**config.mk**
```make
export PLATFORM = sky130hd
export DESIGN_NAME = pc_sequencer_flat
export DESIGN_NICKNAME = d
export VERILOG_FILES = /design/src/rtl/cpu_ctrl_pkg.sv /design/src/rtl/pc_sequencer_if.sv /design/src/rtl/npc_calc.sv /design/src/rtl/pc_sequencer.sv /design/src/flat_wrapper.sv
export SDC_FILE = /design/constraint.sdc
export NUM_CORES = 1
export LEC_CHECK = 0
export CORE_ASPECT_RATIO = 0.7
export CORE_MARGIN = 2
export CORE_UTILIZATION = 25
export DETAILED_ROUTE_END_ITERATION = 10
export GPL_TIMING_DRIVEN = 0
export MAX_ROUTING_LAYER = met4
export PLACE_DENSITY = 0.52
export SLEW_MARGIN = 20
export SYNTH_ARGS = -nofsm -noshare
export SYNTH_HDL_FRONTEND = slang
export SYNTH_SLANG_ARGS = --single-unit
```
**constraint.sdc**
```tcl
create_clock -name clk -period 21.9 [get_ports clk]
set_clock_uncertainty 0.2 [all_clocks]
set_input_delay 6.57 -clock clk [delete_from_list [all_inputs] [get_ports clk]]
set_output_delay 6.57 -clock clk [all_outputs]
set_load 0.01 [all_outputs]
```
**src/rtl/cpu_ctrl_pkg.sv**
```systemverilog
`default_nettype none
// ============================================================================
//  Module      : cpu_ctrl_pkg
//  Description : Shared encodings for the multi-cycle PC sequencer:
//                operation classes, SYS sub-kinds, FSM states, exception
//                cause codes and the default reset/trap vectors.
//  Revision    : 1.0 - initial release
// ============================================================================
package cpu_ctrl_pkg;

   // Operation class presented by decode
   typedef enum logic [2:0] {
      OP_ALU    = 3'd0,
      OP_BRANCH = 3'd1,
      OP_JUMP   = 3'd2,
      OP_JR     = 3'd3,
      OP_LOAD   = 3'd4,
      OP_STORE  = 3'd5,
      OP_MULDIV = 3'd6,
      OP_SYS    = 3'd7
   } op_class_t;

   // Sub-kind of a SYS instruction
   typedef enum logic [1:0] {
      SYS_SYSCALL = 2'd0,
      SYS_BREAK   = 2'd1,
      SYS_ERET    = 2'd2,
      SYS_RSVD    = 2'd3
   } sys_kind_t;

   // Sequencer states (value is also the debug state output)
   typedef enum logic [2:0] {
      ST_RESET  = 3'd0,
      ST_FETCH  = 3'd1,
      ST_DECODE = 3'd2,
      ST_EXEC   = 3'd3,
      ST_MEM    = 3'd4,
      ST_MDWAIT = 3'd5,
      ST_WB     = 3'd6,
      ST_TRAP   = 3'd7
   } state_t;

   // Exception cause codes
   localparam logic [4:0] C_CAUSE_ADEL    = 5'd4;   // misaligned JR target
   localparam logic [4:0] C_CAUSE_SYSCALL = 5'd8;
   localparam logic [4:0] C_CAUSE_BREAK   = 5'd9;
   localparam logic [4:0] C_CAUSE_RI      = 5'd10;  // reserved SYS kind
   localparam logic [4:0] C_CAUSE_MDTO    = 5'd12;  // mult/div timeout

   // Default vectors and mult/div wait limit
   localparam logic [31:0] C_RESET_VECTOR = 32'h0040_0000;
   localparam logic [31:0] C_EXC_VECTOR   = 32'h0040_0004;
   localparam int          C_MD_WAIT_MAX  = 64;

endpackage
`default_nettype wire

```
**src/rtl/pc_sequencer_if.sv**
```systemverilog
`default_nettype none
// ============================================================================
//  Module      : pc_sequencer_if
//  Description : Bundle of decode, memory-handshake, mult/div and PC-register
//                signals around the PC sequencer. master = sequencer side,
//                slave = surrounding datapath/memories.
//  Revision    : 1.0 - initial release
// ============================================================================
interface pc_sequencer_if;
   // Inputs to the sequencer
   logic [31:0] pc_cur;
   logic        imem_ready;
   logic [2:0]  op_class;
   logic [1:0]  sys_kind;
   logic        link;
   logic        br_taken;
   logic [31:0] br_offset;
   logic [25:0] jtarget;
   logic [31:0] rs_val;
   logic [31:0] epc_in;
   logic        dmem_ready;
   logic        md_busy;
   // Outputs from the sequencer
   logic        imem_req;
   logic        ir_en;
   logic        dmem_req;
   logic        md_start;
   logic        rf_we;
   logic        pc_we;
   logic [31:0] pc_next;
   logic        epc_we;
   logic [31:0] epc_val;
   logic [4:0]  cause;
   logic [2:0]  state;

   modport master (
      input  pc_cur, imem_ready, op_class, sys_kind, link, br_taken,
             br_offset, jtarget, rs_val, epc_in, dmem_ready, md_busy,
      output imem_req, ir_en, dmem_req, md_start, rf_we, pc_we, pc_next,
             epc_we, epc_val, cause, state
   );

   modport slave (
      output pc_cur, imem_ready, op_class, sys_kind, link, br_taken,
             br_offset, jtarget, rs_val, epc_in, dmem_ready, md_busy,
      input  imem_req, ir_en, dmem_req, md_start, rf_we, pc_we, pc_next,
             epc_we, epc_val, cause, state
   );
endinterface
`default_nettype wire

```
**src/rtl/npc_calc.sv**
```systemverilog
`default_nettype none
// ============================================================================
//  Module      : npc_calc
//  Description : Combinational next-PC generator. All arithmetic wraps
//                modulo 2^32. For SYS the only PC-writing case is eret, so
//                the SYS target is the saved EPC.
//  Revision    : 1.0 - initial release
// ============================================================================
module npc_calc
   import cpu_ctrl_pkg::*;
(
   input  logic [31:0] pc_cur,
   input  logic [2:0]  op_class,
   input  logic        br_taken,
   input  logic [31:0] br_offset,
   input  logic [25:0] jtarget,
   input  logic [31:0] rs_val,
   input  logic [31:0] epc_in,
   output logic [31:0] pc_next
);

   logic [31:0] w_pc_plus4;

   assign w_pc_plus4 = pc_cur + 32'd4;

   // Select the target for the current operation class
   always_comb begin
      pc_next = w_pc_plus4;
      case (op_class)
         OP_BRANCH: pc_next = br_taken ? (w_pc_plus4 + br_offset) : w_pc_plus4;
         OP_JUMP:   pc_next = {w_pc_plus4[31:28], jtarget, 2'b00};
         OP_JR:     pc_next = rs_val;
         OP_SYS:    pc_next = epc_in;
         default:   pc_next = w_pc_plus4;
      endcase
   end

endmodule
`default_nettype wire

```
**src/rtl/pc_sequencer.sv**
```systemverilog
`default_nettype none
// ============================================================================
//  Module      : pc_sequencer
//  Description : Multi-cycle control FSM owning the PC register write enable
//                and next-PC value. Steps each instruction through
//                fetch/decode/execute/memory/writeback, raises traps and
//                handles eret. Exactly one pc_we pulse per instruction.
//  Revision    : 1.0 - initial release
// ============================================================================
module pc_sequencer
   import cpu_ctrl_pkg::*;
#(
   parameter logic [31:0] RESET_VECTOR = C_RESET_VECTOR,
   parameter logic [31:0] EXC_VECTOR   = C_EXC_VECTOR,
   parameter int          MD_WAIT_MAX  = C_MD_WAIT_MAX
)(
   input  logic           clk,
   input  logic           rst,      // asynchronous, active-low
   pc_sequencer_if.master bus
);

   localparam int CNT_W = $clog2(MD_WAIT_MAX + 1);

   state_t             r_state;
   logic               r_is_store;
   logic [4:0]         r_cause;
   logic [CNT_W-1:0]   r_md_cnt;

   logic [2:0]         w_npc_op;
   logic [31:0]        w_npc;
   logic               w_jr_aligned;

   assign w_jr_aligned = (bus.rs_val[1:0] == 2'b00);

   // Outside EXEC only the sequential target (pc+4) is ever written, so the
   // generator is steered to the ALU case there regardless of op_class.
   assign w_npc_op = (r_state == ST_EXEC) ? bus.op_class : OP_ALU;

   npc_calc u_npc_calc (
      .pc_cur    (bus.pc_cur),
      .op_class  (w_npc_op),
      .br_taken  (bus.br_taken),
      .br_offset (bus.br_offset),
      .jtarget   (bus.jtarget),
      .rs_val    (bus.rs_val),
      .epc_in    (bus.epc_in),
      .pc_next   (w_npc)
   );

   // State sequencing, trap cause capture and mult/div wait counter
   always_ff @(posedge clk or negedge rst) begin
      if (!rst) begin
         r_state    <= ST_RESET;
         r_is_store <= 1'b0;
         r_cause    <= 5'd0;
         r_md_cnt   <= '0;
      end else begin
         case (r_state)
            ST_RESET:  r_state <= ST_FETCH;
            ST_FETCH:  if (bus.imem_ready) r_state <= ST_DECODE;
            ST_DECODE: r_state <= ST_EXEC;
            ST_EXEC: begin
               r_md_cnt <= '0;
               case (bus.op_class)
                  OP_ALU:    r_state <= ST_WB;
                  OP_BRANCH: r_state <= ST_FETCH;
                  OP_JUMP:   r_state <= ST_FETCH;
                  OP_JR: begin
                     if (w_jr_aligned) begin
                        r_state <= ST_FETCH;
                     end else begin
                        r_state <= ST_TRAP;
                        r_cause <= C_CAUSE_ADEL;
                     end
                  end
                  OP_LOAD: begin
                     r_state    <= ST_MEM;
                     r_is_store <= 1'b0;
                  end
                  OP_STORE: begin
                     r_state    <= ST_MEM;
                     r_is_store <= 1'b1;
                  end
                  OP_MULDIV: r_state <= ST_MDWAIT;
                  default: begin // OP_SYS
                     case (bus.sys_kind)
                        SYS_SYSCALL: begin
                           r_state <= ST_TRAP;
                           r_cause <= C_CAUSE_SYSCALL;
                        end
                        SYS_BREAK: begin
                           r_state <= ST_TRAP;
                           r_cause <= C_CAUSE_BREAK;
                        end
                        SYS_ERET: r_state <= ST_FETCH;
                        default: begin
                           r_state <= ST_TRAP;
                           r_cause <= C_CAUSE_RI;
                        end
                     endcase
                  end
               endcase
            end
            ST_MEM: begin
               if (bus.dmem_ready) r_state <= r_is_store ? ST_FETCH : ST_WB;
            end
            ST_MDWAIT: begin
               if (!bus.md_busy) begin
                  r_state <= ST_FETCH;
               end else if (r_md_cnt == CNT_W'(MD_WAIT_MAX - 1)) begin
                  r_state <= ST_TRAP;
                  r_cause <= C_CAUSE_MDTO;
               end else begin
                  r_md_cnt <= r_md_cnt + 1'b1;
               end
            end
            ST_WB:   r_state <= ST_FETCH;
            default: r_state <= ST_FETCH; // ST_TRAP
         endcase
      end
   end

   // Output decode from the registered state, qualified by handshakes; the
   // async reset forces ST_RESET so every strobe drops immediately.
   always_comb begin
      bus.imem_req = 1'b0;
      bus.ir_en    = 1'b0;
      bus.dmem_req = 1'b0;
      bus.md_start = 1'b0;
      bus.rf_we    = 1'b0;
      bus.pc_we    = 1'b0;
      bus.epc_we   = 1'b0;
      bus.epc_val  = 32'd0;
      bus.pc_next  = w_npc;
      case (r_state)
         ST_RESET: bus.pc_next = RESET_VECTOR;
         ST_FETCH: begin
            bus.imem_req = 1'b1;
            bus.ir_en    = bus.imem_ready;
         end
         ST_EXEC: begin
            case (bus.op_class)
               OP_BRANCH: bus.pc_we = 1'b1;
               OP_JUMP: begin
                  bus.pc_we = 1'b1;
                  bus.rf_we = bus.link;
               end
               OP_JR: begin
                  bus.pc_we = w_jr_aligned;
                  bus.rf_we = w_jr_aligned & bus.link;
               end
               OP_MULDIV: bus.md_start = 1'b1;
               OP_SYS:    bus.pc_we = (bus.sys_kind == SYS_ERET);
               default: ;
            endcase
         end
         ST_MEM: begin
            bus.dmem_req = 1'b1;
            bus.pc_we    = r_is_store & bus.dmem_ready;
         end
         ST_MDWAIT: bus.pc_we = ~bus.md_busy;
         ST_WB: begin
            bus.rf_we = 1'b1;
            bus.pc_we = 1'b1;
         end
         ST_TRAP: begin
            bus.epc_we  = 1'b1;
            bus.epc_val = bus.pc_cur;
            bus.pc_next = EXC_VECTOR;
            bus.pc_we   = 1'b1;
         end
         default: ;
      endcase
   end

   assign bus.cause = r_cause;
   assign bus.state = r_state;

endmodule
`default_nettype wire

```
**src/flat_wrapper.sv**
```systemverilog
// flat-port wrapper written by rule: the top's interface ports become plain ports
module pc_sequencer_flat import cpu_ctrl_pkg::*;
#(
   parameter logic [31:0] RESET_VECTOR = C_RESET_VECTOR,
   parameter logic [31:0] EXC_VECTOR   = C_EXC_VECTOR,
   parameter int          MD_WAIT_MAX  = C_MD_WAIT_MAX
)
  (clk, rst, bus_pc_cur, bus_imem_ready, bus_op_class, bus_sys_kind, bus_link, bus_br_taken, bus_br_offset, bus_jtarget, bus_rs_val, bus_epc_in, bus_dmem_ready, bus_md_busy, bus_imem_req, bus_ir_en, bus_dmem_req, bus_md_start, bus_rf_we, bus_pc_we, bus_pc_next, bus_epc_we, bus_epc_val, bus_cause, bus_state);
  pc_sequencer_if bus_i ();
  input  logic clk;
  input  logic rst;
  input wire logic [$bits(bus_i.pc_cur)-1:0] bus_pc_cur;
  input wire logic [$bits(bus_i.imem_ready)-1:0] bus_imem_ready;
  input wire logic [$bits(bus_i.op_class)-1:0] bus_op_class;
  input wire logic [$bits(bus_i.sys_kind)-1:0] bus_sys_kind;
  input wire logic [$bits(bus_i.link)-1:0] bus_link;
  input wire logic [$bits(bus_i.br_taken)-1:0] bus_br_taken;
  input wire logic [$bits(bus_i.br_offset)-1:0] bus_br_offset;
  input wire logic [$bits(bus_i.jtarget)-1:0] bus_jtarget;
  input wire logic [$bits(bus_i.rs_val)-1:0] bus_rs_val;
  input wire logic [$bits(bus_i.epc_in)-1:0] bus_epc_in;
  input wire logic [$bits(bus_i.dmem_ready)-1:0] bus_dmem_ready;
  input wire logic [$bits(bus_i.md_busy)-1:0] bus_md_busy;
  output wire logic [$bits(bus_i.imem_req)-1:0] bus_imem_req;
  output wire logic [$bits(bus_i.ir_en)-1:0] bus_ir_en;
  output wire logic [$bits(bus_i.dmem_req)-1:0] bus_dmem_req;
  output wire logic [$bits(bus_i.md_start)-1:0] bus_md_start;
  output wire logic [$bits(bus_i.rf_we)-1:0] bus_rf_we;
  output wire logic [$bits(bus_i.pc_we)-1:0] bus_pc_we;
  output wire logic [$bits(bus_i.pc_next)-1:0] bus_pc_next;
  output wire logic [$bits(bus_i.epc_we)-1:0] bus_epc_we;
  output wire logic [$bits(bus_i.epc_val)-1:0] bus_epc_val;
  output wire logic [$bits(bus_i.cause)-1:0] bus_cause;
  output wire logic [$bits(bus_i.state)-1:0] bus_state;
  assign bus_i.pc_cur = bus_pc_cur;
  assign bus_i.imem_ready = bus_imem_ready;
  assign bus_i.op_class = bus_op_class;
  assign bus_i.sys_kind = bus_sys_kind;
  assign bus_i.link = bus_link;
  assign bus_i.br_taken = bus_br_taken;
  assign bus_i.br_offset = bus_br_offset;
  assign bus_i.jtarget = bus_jtarget;
  assign bus_i.rs_val = bus_rs_val;
  assign bus_i.epc_in = bus_epc_in;
  assign bus_i.dmem_ready = bus_dmem_ready;
  assign bus_i.md_busy = bus_md_busy;
  assign bus_imem_req = bus_i.imem_req;
  assign bus_ir_en = bus_i.ir_en;
  assign bus_dmem_req = bus_i.dmem_req;
  assign bus_md_start = bus_i.md_start;
  assign bus_rf_we = bus_i.rf_we;
  assign bus_pc_we = bus_i.pc_we;
  assign bus_pc_next = bus_i.pc_next;
  assign bus_epc_we = bus_i.epc_we;
  assign bus_epc_val = bus_i.epc_val;
  assign bus_cause = bus_i.cause;
  assign bus_state = bus_i.state;
  pc_sequencer #(.RESET_VECTOR(RESET_VECTOR), .EXC_VECTOR(EXC_VECTOR), .MD_WAIT_MAX(MD_WAIT_MAX)) u_core (.clk(clk), .rst(rst), .bus(bus_i));
endmodule
```
==> results of run 1 <==
[tightest hold or removal path, stage by stage, from the launching register on]
cell and delay, ns:
dfrtp_1 0.35, nand2_1 0.05, o41ai_1 0.05
[power groups by stage]
| stage | registers [mW] | logic (mW) | clock network [mW] |
|---|---|---|---|
| after global placement | 0.0423 | 0.338 | 0 |
| after detailed placement | 0.0422 | 0.335 | 0 |
| after global routing | 0.0431 | 0.364 | 0.0381 |
| final | 0.0421 | 0.338 | 0.0365 |
| after CTS | 0.0419 | 0.337 | 0.0369 |
| after floorplan | 0.0433 | 0.164 | 0 |
[worst max path at each step]
stage,start,cells past startpoint,to,slack [ns]
floorplan,bus_pc_cur[12],16,bus_pc_next[31],5.45
global placement,bus_pc_cur[4],17,bus_pc_next[29],3.69
detailed placement,bus_pc_cur[4],17,bus_pc_next[29],3.69
CTS,bus_pc_cur[4],17,bus_pc_next[29],3.67
global route,bus_pc_cur[9],18,bus_pc_next[31],3.35
finish,bus_pc_cur[9],18,bus_pc_next[31],3.67
[registers in the layout, summed over array words and instances, names as in the netlist]
name / count
u_core.bus.state: 3
u_core.r_is_store: 1
u_core.bus.cause: 4
u_core.r_md_cnt: 7
[area by class of cell]
type / count / share of cell area, %
clock buffer: 4 / 1.08
inverter: 15 / 0.771
buffer: 32 / 2.12
multi-input combinational: 567 / 53.7
sequential: 15 / 5.14
tap: 236 / 4.04
timing repair buffer: 242 / 33.2
[synth_stat cells, drive strengths merged (7+ instances only)]
master | count | area [um^2]
and2 | 32 | 200
o22ai | 11 | 68.8
dfrtp | 15 | 375
nand2b | 10 | 77.6
nor2b | 8 | 50.1
nor3 | 11 | 75.1
nand3 | 24 | 120
nand2 | 76 | 285
a31oi | 22 | 153
buf | 16 | 95.1
xnor2 | 33 | 289
a21o | 22 | 165
xor2 | 25 | 219
ha | 38 | 475
inv | 15 | 56.3
and3 | 12 | 75.1
nor2 | 53 | 236
o21ai | 23 | 119
clkbuf | 16 | 60.1
a21oi | 43 | 223
or2 | 7 | 43.8
a222oi | 26 | 260
nand4 | 14 | 93.8
[logic make-up (layout without fill, tap and decap cells)]
logic type	count (synthesis)	count (layout)	share of synthesized area (%)
adder cells (fa/ha/maj)	39	39	11.0
multiplexers	4	4	0.971
XOR/XNOR	58	58	11.3
other	1	1	0.0831
buffers and inverters	47	293	4.69
flip-flops	15	15	8.32
AO/OA/AOI/OAI	204	204	33.5
AND/OR/NAND/NOR	261	261	30.2
[metal layers]
| metal | up-vias | part of all wire [%] | wire [um] | global-route usage, % |
|---|---|---|---|---|
| li1 | 2868 | - | - | - |
| met1 | 2792 | 49 | 11300 | 35.0 |
| met2 | 275 | 41 | 9540 | 35.7 |
| met3 | 12 | 9.5 | 2210 | 4.44 |
| met4 | 0 | 0.82 | 191 | 2.32 |
| met5 | - | 0 | 0 | - |
==> run_results.csv, run 1 <==
group,metric,value,unit
status,status,"finished, final reports clean",
setup_path,path_cells,"clkdlybuf4s50_1, and4_1, nand4_2, nand2b_1, nor2_2, nand3_1, xnor2_1, ha_1, a21o_1, a21o_1, a21o_1, a21o_1, a2111oi_4, o2bb2ai_1, xnor2_1, o221ai_1, and3_1, clkdlybuf4s50_1",
clocking,cts_tree,"built",
global_route,first_global_vias,5684,
setup_path,crit_required,15.13,ns
power_and_ir_drop,switchingPower,196,uW
sta,hold_viol_final,0,
clocking,clk_latency,0.25,ns
placed_design,dp_hpwl,18900,um
synth,synth_flop_cell,"dfrtp_1",
power_and_ir_drop,peakVddDrop,0.0371,mV
synth,syn-instance-count,629,
synth,synth_edf_count,0,
layout,regArea,375,um^2
layout,finalNetCount,1081,
power_and_ir_drop,p_leak,2.92,nW
layout,final_layout_size_suffix_gt1_share,5.49,%
synth,syn_nets,834,
setup_path,reg2reg_to,"u_core.bus.cause[3]",
setup_path,worst-setup-path-type,"in2out",
global_route,grt_max_degree,16,
sta,max_freq,0.0549,GHz
setup_path,r2r_start,"u_core.bus.state[1]",
setup_path,crit_path_max_incr_delay,0.58,ns
clocking,hold_buffers,0,
clocking,clock_sinks,15,
floorplanning,die-area,19100,um^2
sta,setup_slack,3.67,ns
floorplanning,core,17900,um^2
sta,rsz0062_at_grt,"no",
routing,vias,5947,
floorplanning,ioPinCount,245,
power_and_ir_drop,p_per_area,57.0,nW/um^2
layout,multiInputGateArea,3920,um^2
clocking,cts_resized,0,
sta,maxSlewHeadroom,35.0,%
setup_path,cp-start-kind,"input pin",
setup_path,crit_arrival,11.46,ns
layout,n_fill_cell,1885,
routing,vias_per_cell,5.35,
sta,min_period,18.23,ns
min_path,holdCritPathClass,"reg2reg",
sta,maxSlewViolCount,0,
global_route,grt_pass1_wl,33900,um
power_and_ir_drop,swShare,47.1,%
power_and_ir_drop,clock_power_share,8.8,%
placed_design,dp.cells,1107,
floorplanning,dieWidth,165,um
layout,fin_cells,1111,
sta,finalSetupViolCount,0,
synth,synthArstFlopShare,100,%
floorplanning,fp.dieH,116,um
min_path,min_from,"u_core.bus.cause[0]",
setup_path,crit_fanout,7,
power_and_ir_drop,intPower,220,uW
global_route,antenna_found_initial,0,
setup_path,critPathMostFrequentCell,"a21o_1",
setup_path,slowest_stage,"clkdlybuf4s50_1",
clocking,htree_levels,1,
power_and_ir_drop,pwr-share-seq,10.1,%
global_route,grt_overflow,0,
setup_path,crit_buf_inv,2,
setup_path,rrSetupSlack,19.39,ns
setup_path,crit_family,"simple AND/OR/NAND/NOR gates",
clocking,cts.clk_slew.worst_paths,0.05,ns
placed_design,gp_congestion,0.914,
power_and_ir_drop,finalPower,417,uW
routing,drt-total-wl,23200,um
routing,ant_nets,0,
sta,max_slew.worst_pin.slew,0.972,ns
sta,hold_ws,0.290,ns
placed_design,detailed_place.area,7230,um^2
min_path,hold_depth,2,
floorplanning,initial_core_util,25.3,%
synth,seq_area_frac_synth,8.32,%
clocking,root_buffer,"clkbuf_16",
layout,final_area,7310,um^2
clocking,post_cts_buffers,0,
clocking,cts_inserted_buffers,3,
min_path,holdPathEnd,"u_core.bus.cause[0]",
layout,final_common_cell,"clkdlybuf4s50_1",
run,drv_cap,0,
global_route,track_usage,24.1,%
routing,first_pass_iters,5,
placed_design,portBuffers,242,
synth,yosysWarnings,0,
synth,avgSynthCellArea,7.17,um^2
power_and_ir_drop,pwr-share-comb,81.1,%
synth,synth_seq_cells,15,
setup_path,end_kind,"output port",
setup_path,rr_worst_depth,8,
floorplanning,rows,41,
synth,syn_area,4510,um^2
sta,setup_tns,0,ns
placed_design,post-place-ws,3.69,ns
layout,fin_util,40.9,%
layout,syn2layout_area_growth,62.0,%
layout,final_cell_mix,"clkdlybuf4s50_1 (242), nand2_1 (76), nor2_1 (49)",
layout,n_antenna_cell,0,
routing,post-route-drc-count,0,
routing,drt-initial-drc-count,440,
clocking,clock_path_buffers,2,
synth,synth_cell_types,76,
sta,final.period_utilization,83.2,%
routing,wl_per_cell,20.9,um
Note: power is estimated with default switching activity, not from simulation.
==> run 2: changes to the inputs <==
--- a/config.mk
+++ b/config.mk
@@ -11,7 +11,7 @@
 export DETAILED_ROUTE_END_ITERATION = 10
 export GPL_TIMING_DRIVEN = 0
 export MAX_ROUTING_LAYER = met4
-export PLACE_DENSITY = 0.52
+export PLACE_DENSITY = 0.54
 export SLEW_MARGIN = 20
 export SYNTH_ARGS = -nofsm -noshare
 export SYNTH_HDL_FRONTEND = slang
==> constraint.sdc (replaced) <==
create_clock -name clk -period 14.8 [get_ports clk]
set_clock_uncertainty 0.2 [all_clocks]
set_input_delay 4.44 -clock clk [delete_from_list [all_inputs] [get_ports clk]]
set_output_delay 4.44 -clock clk [all_outputs]
set_load 0.01 [all_outputs]
==> run_results.csv, run 2 (synthesis results as in run 1) <==
group,metric,value,unit
status,status,"finished, final reports clean",
clocking,clock_sinks,15,
routing,wl_per_cell,20.5,um
sta,rsz0062_at_grt,"no",
sta,setup_tns,0,ns
layout,finalNetCount,1081,
sta,max_slew.worst_pin.slew,1.06,ns
sta,hold_ws,0.284,ns
clocking,clock_path_buffers,2,
placed_design,portBuffers,242,
layout,largest_reg_flops,7,
routing,vias_per_cell,5.42,
min_path,hold_depth,2,
global_route,grt_use_met1,34.1,%
layout,n_antenna_cell,0,
routing,drt-total-wl,22800,um
sta,max_freq,0.0714,GHz
global_route,antenna_found_initial,0,
global_route,met2_usage,35.7,%
setup_path,cp-start-kind,"input pin",
setup_path,crit_required,10.16,ns
global_route,track_usage,23.4,%
layout,final_cell_mix,"clkdlybuf4s50_1 (242), nand2_1 (76), nor2_1 (49)",
routing,vias,6023,
clocking,hold_buffers,0,
routing,post-route-drc-count,0,
global_route,first_global_vias,5577,
setup_path,end_kind,"output port",
floorplanning,ioPinCount,245,
clocking,post_cts_buffers,0,
layout,n_fill_cell,1877,
global_route,top_usage_layer,"met2",
layout,top_register,"u_core.r_md_cnt",
power_and_ir_drop,intPower,326,uW
min_path,min_from,"u_core.bus.cause[1]",
global_route,grt_max_degree,16,
setup_path,rrSetupSlack,12.16,ns
min_path,holdPathEnd,"u_core.bus.cause[1]",
clocking,htree_levels,1,
sta,finalSetupViolCount,0,
power_and_ir_drop,peakVddDrop,0.0396,mV
clocking,cts_tree,"built",
global_route,grt_pass1_wl,32900,um
sta,maxSlewHeadroom,29.2,%
floorplanning,initial_core_util,25.3,%
clocking,root_buffer,"clkbuf_16",
clocking,cts_inserted_buffers,3,
min_path,holdCritPathClass,"reg2reg",
floorplanning,fp.dieH,116,um
setup_path,rr_worst_depth,8,
power_and_ir_drop,p_per_area,83.5,nW/um^2
routing,drt-initial-drc-count,598,
setup_path,r2r_start,"u_core.bus.state[1]",
power_and_ir_drop,switchingPower,285,uW
sta,min_period,14.01,ns
sta,hold_viol_final,0,
power_and_ir_drop,clock_power_share,9.0,%
power_and_ir_drop,finalPower,610,uW
run,drv_cap,0,
clocking,cts_resized,0,
floorplanning,rows,41,
floorplanning,die-area,19100,um^2
setup_path,crit_fanout,7,
placed_design,gp_congestion,0.899,
sta,maxSlewViolCount,0,
power_and_ir_drop,pwr-share-seq,10.2,%
global_route,grt_overflow,0,
global_route,grtUsageMet3,3.37,%
power_and_ir_drop,pwr-share-comb,80.8,%
sta,final.period_utilization,94.6,%
placed_design,dp_hpwl,18600,um
setup_path,crit_arrival,9.37,ns
setup_path,cp-startpoint,"bus_pc_cur[9]",
routing,ant_nets,0,
floorplanning,core,17900,um^2
power_and_ir_drop,swShare,46.6,%
setup_path,reg2reg_to,"u_core.bus.cause[3]",
power_and_ir_drop,p_leak,2.92,nW
clocking,clk_latency,0.25,ns
clocking,cts.clk_slew.worst_paths,0.05,ns
layout,final_common_cell,"clkdlybuf4s50_1",
layout,final_layout_size_suffix_gt1_share,5.49,%
floorplanning,dieWidth,165,um
setup_path,worst-setup-path-type,"in2out",
layout,syn2layout_area_growth,62.0,%
routing,first_pass_iters,7,
run 2: area by class of cell:
| cell class | count | area (um^2) | share of cell area [%] |
|---|---|---|---|
| Multi-Input combinational cell | 567 | 3920 | 53.7 |
| Clock buffer | 4 | 78.8 | 1.08 |
| Inverter | 15 | 56.3 | 0.771 |
| Tap cell | 236 | 295 | 4.04 |
| Buffer | 32 | 155 | 2.12 |
| Timing Repair Buffer | 242 | 2420 | 33.2 |
| Sequential cell | 15 | 375 | 5.14 |
run 2: per-layer routing:
metal	wire [um]	share of wire [%]
met1	11000	48
met2	9540	42
met5	0	0
met4	72	0.32
met3	2120	9.3
run 2: how the worst max path moves through the flow:
stage / to / cells after the start
after global routing: bus_pc_next[31] / 18
after global placement: bus_pc_next[30] / 16
after detailed placement: bus_pc_next[31] / 18
after floorplan: bus_pc_next[31] / 16
final: bus_pc_next[31] / 18
after CTS: bus_pc_next[29] / 17
run 2: power by group through the flow:
stage	Combinational [mW]	Sequential, mW	Clock [mW]
4_1_cts	0.494	0.0621	0.0556
6_report	0.493	0.0623	0.0547
3_3_place_gp	0.493	0.0622	0
3_5_place_dp	0.491	0.0625	0
5_1_grt	0.531	0.0638	0.0583
2_1_floorplan	0.242	0.0641	0
run 2: critical path: stages:
cell	delay [ns]
clkdlybuf4s50_1	0.58
and4_1	0.31
nand4_2	0.24
nand2b_1	0.37
nor2_2	0.28
nand3_1	0.15
xnor2_1	0.26
ha_1	0.39
a21o_1	0.21
a21o_1	0.17
a21o_1	0.18
a21o_1	0.20
a2111oi_4	0.40
o2bb2ai_1	0.14
xnor2_1	0.15
o221ai_1	0.16
and3_1	0.19
clkdlybuf4s50_1	0.54
run 2: per-stage QoR:
stage               area, um^2  utilization [%]  std cells  setup slack [ns]
finish                    7310             40.9       1111             0.793
global route              7310             40.9       1111             0.479
CTS                       7310             40.9       1111             0.847
detailed placement        7230             40.5       1107             0.847
global placement          7230             40.5       1107             0.827
floorplan                 4510                -        629              2.61
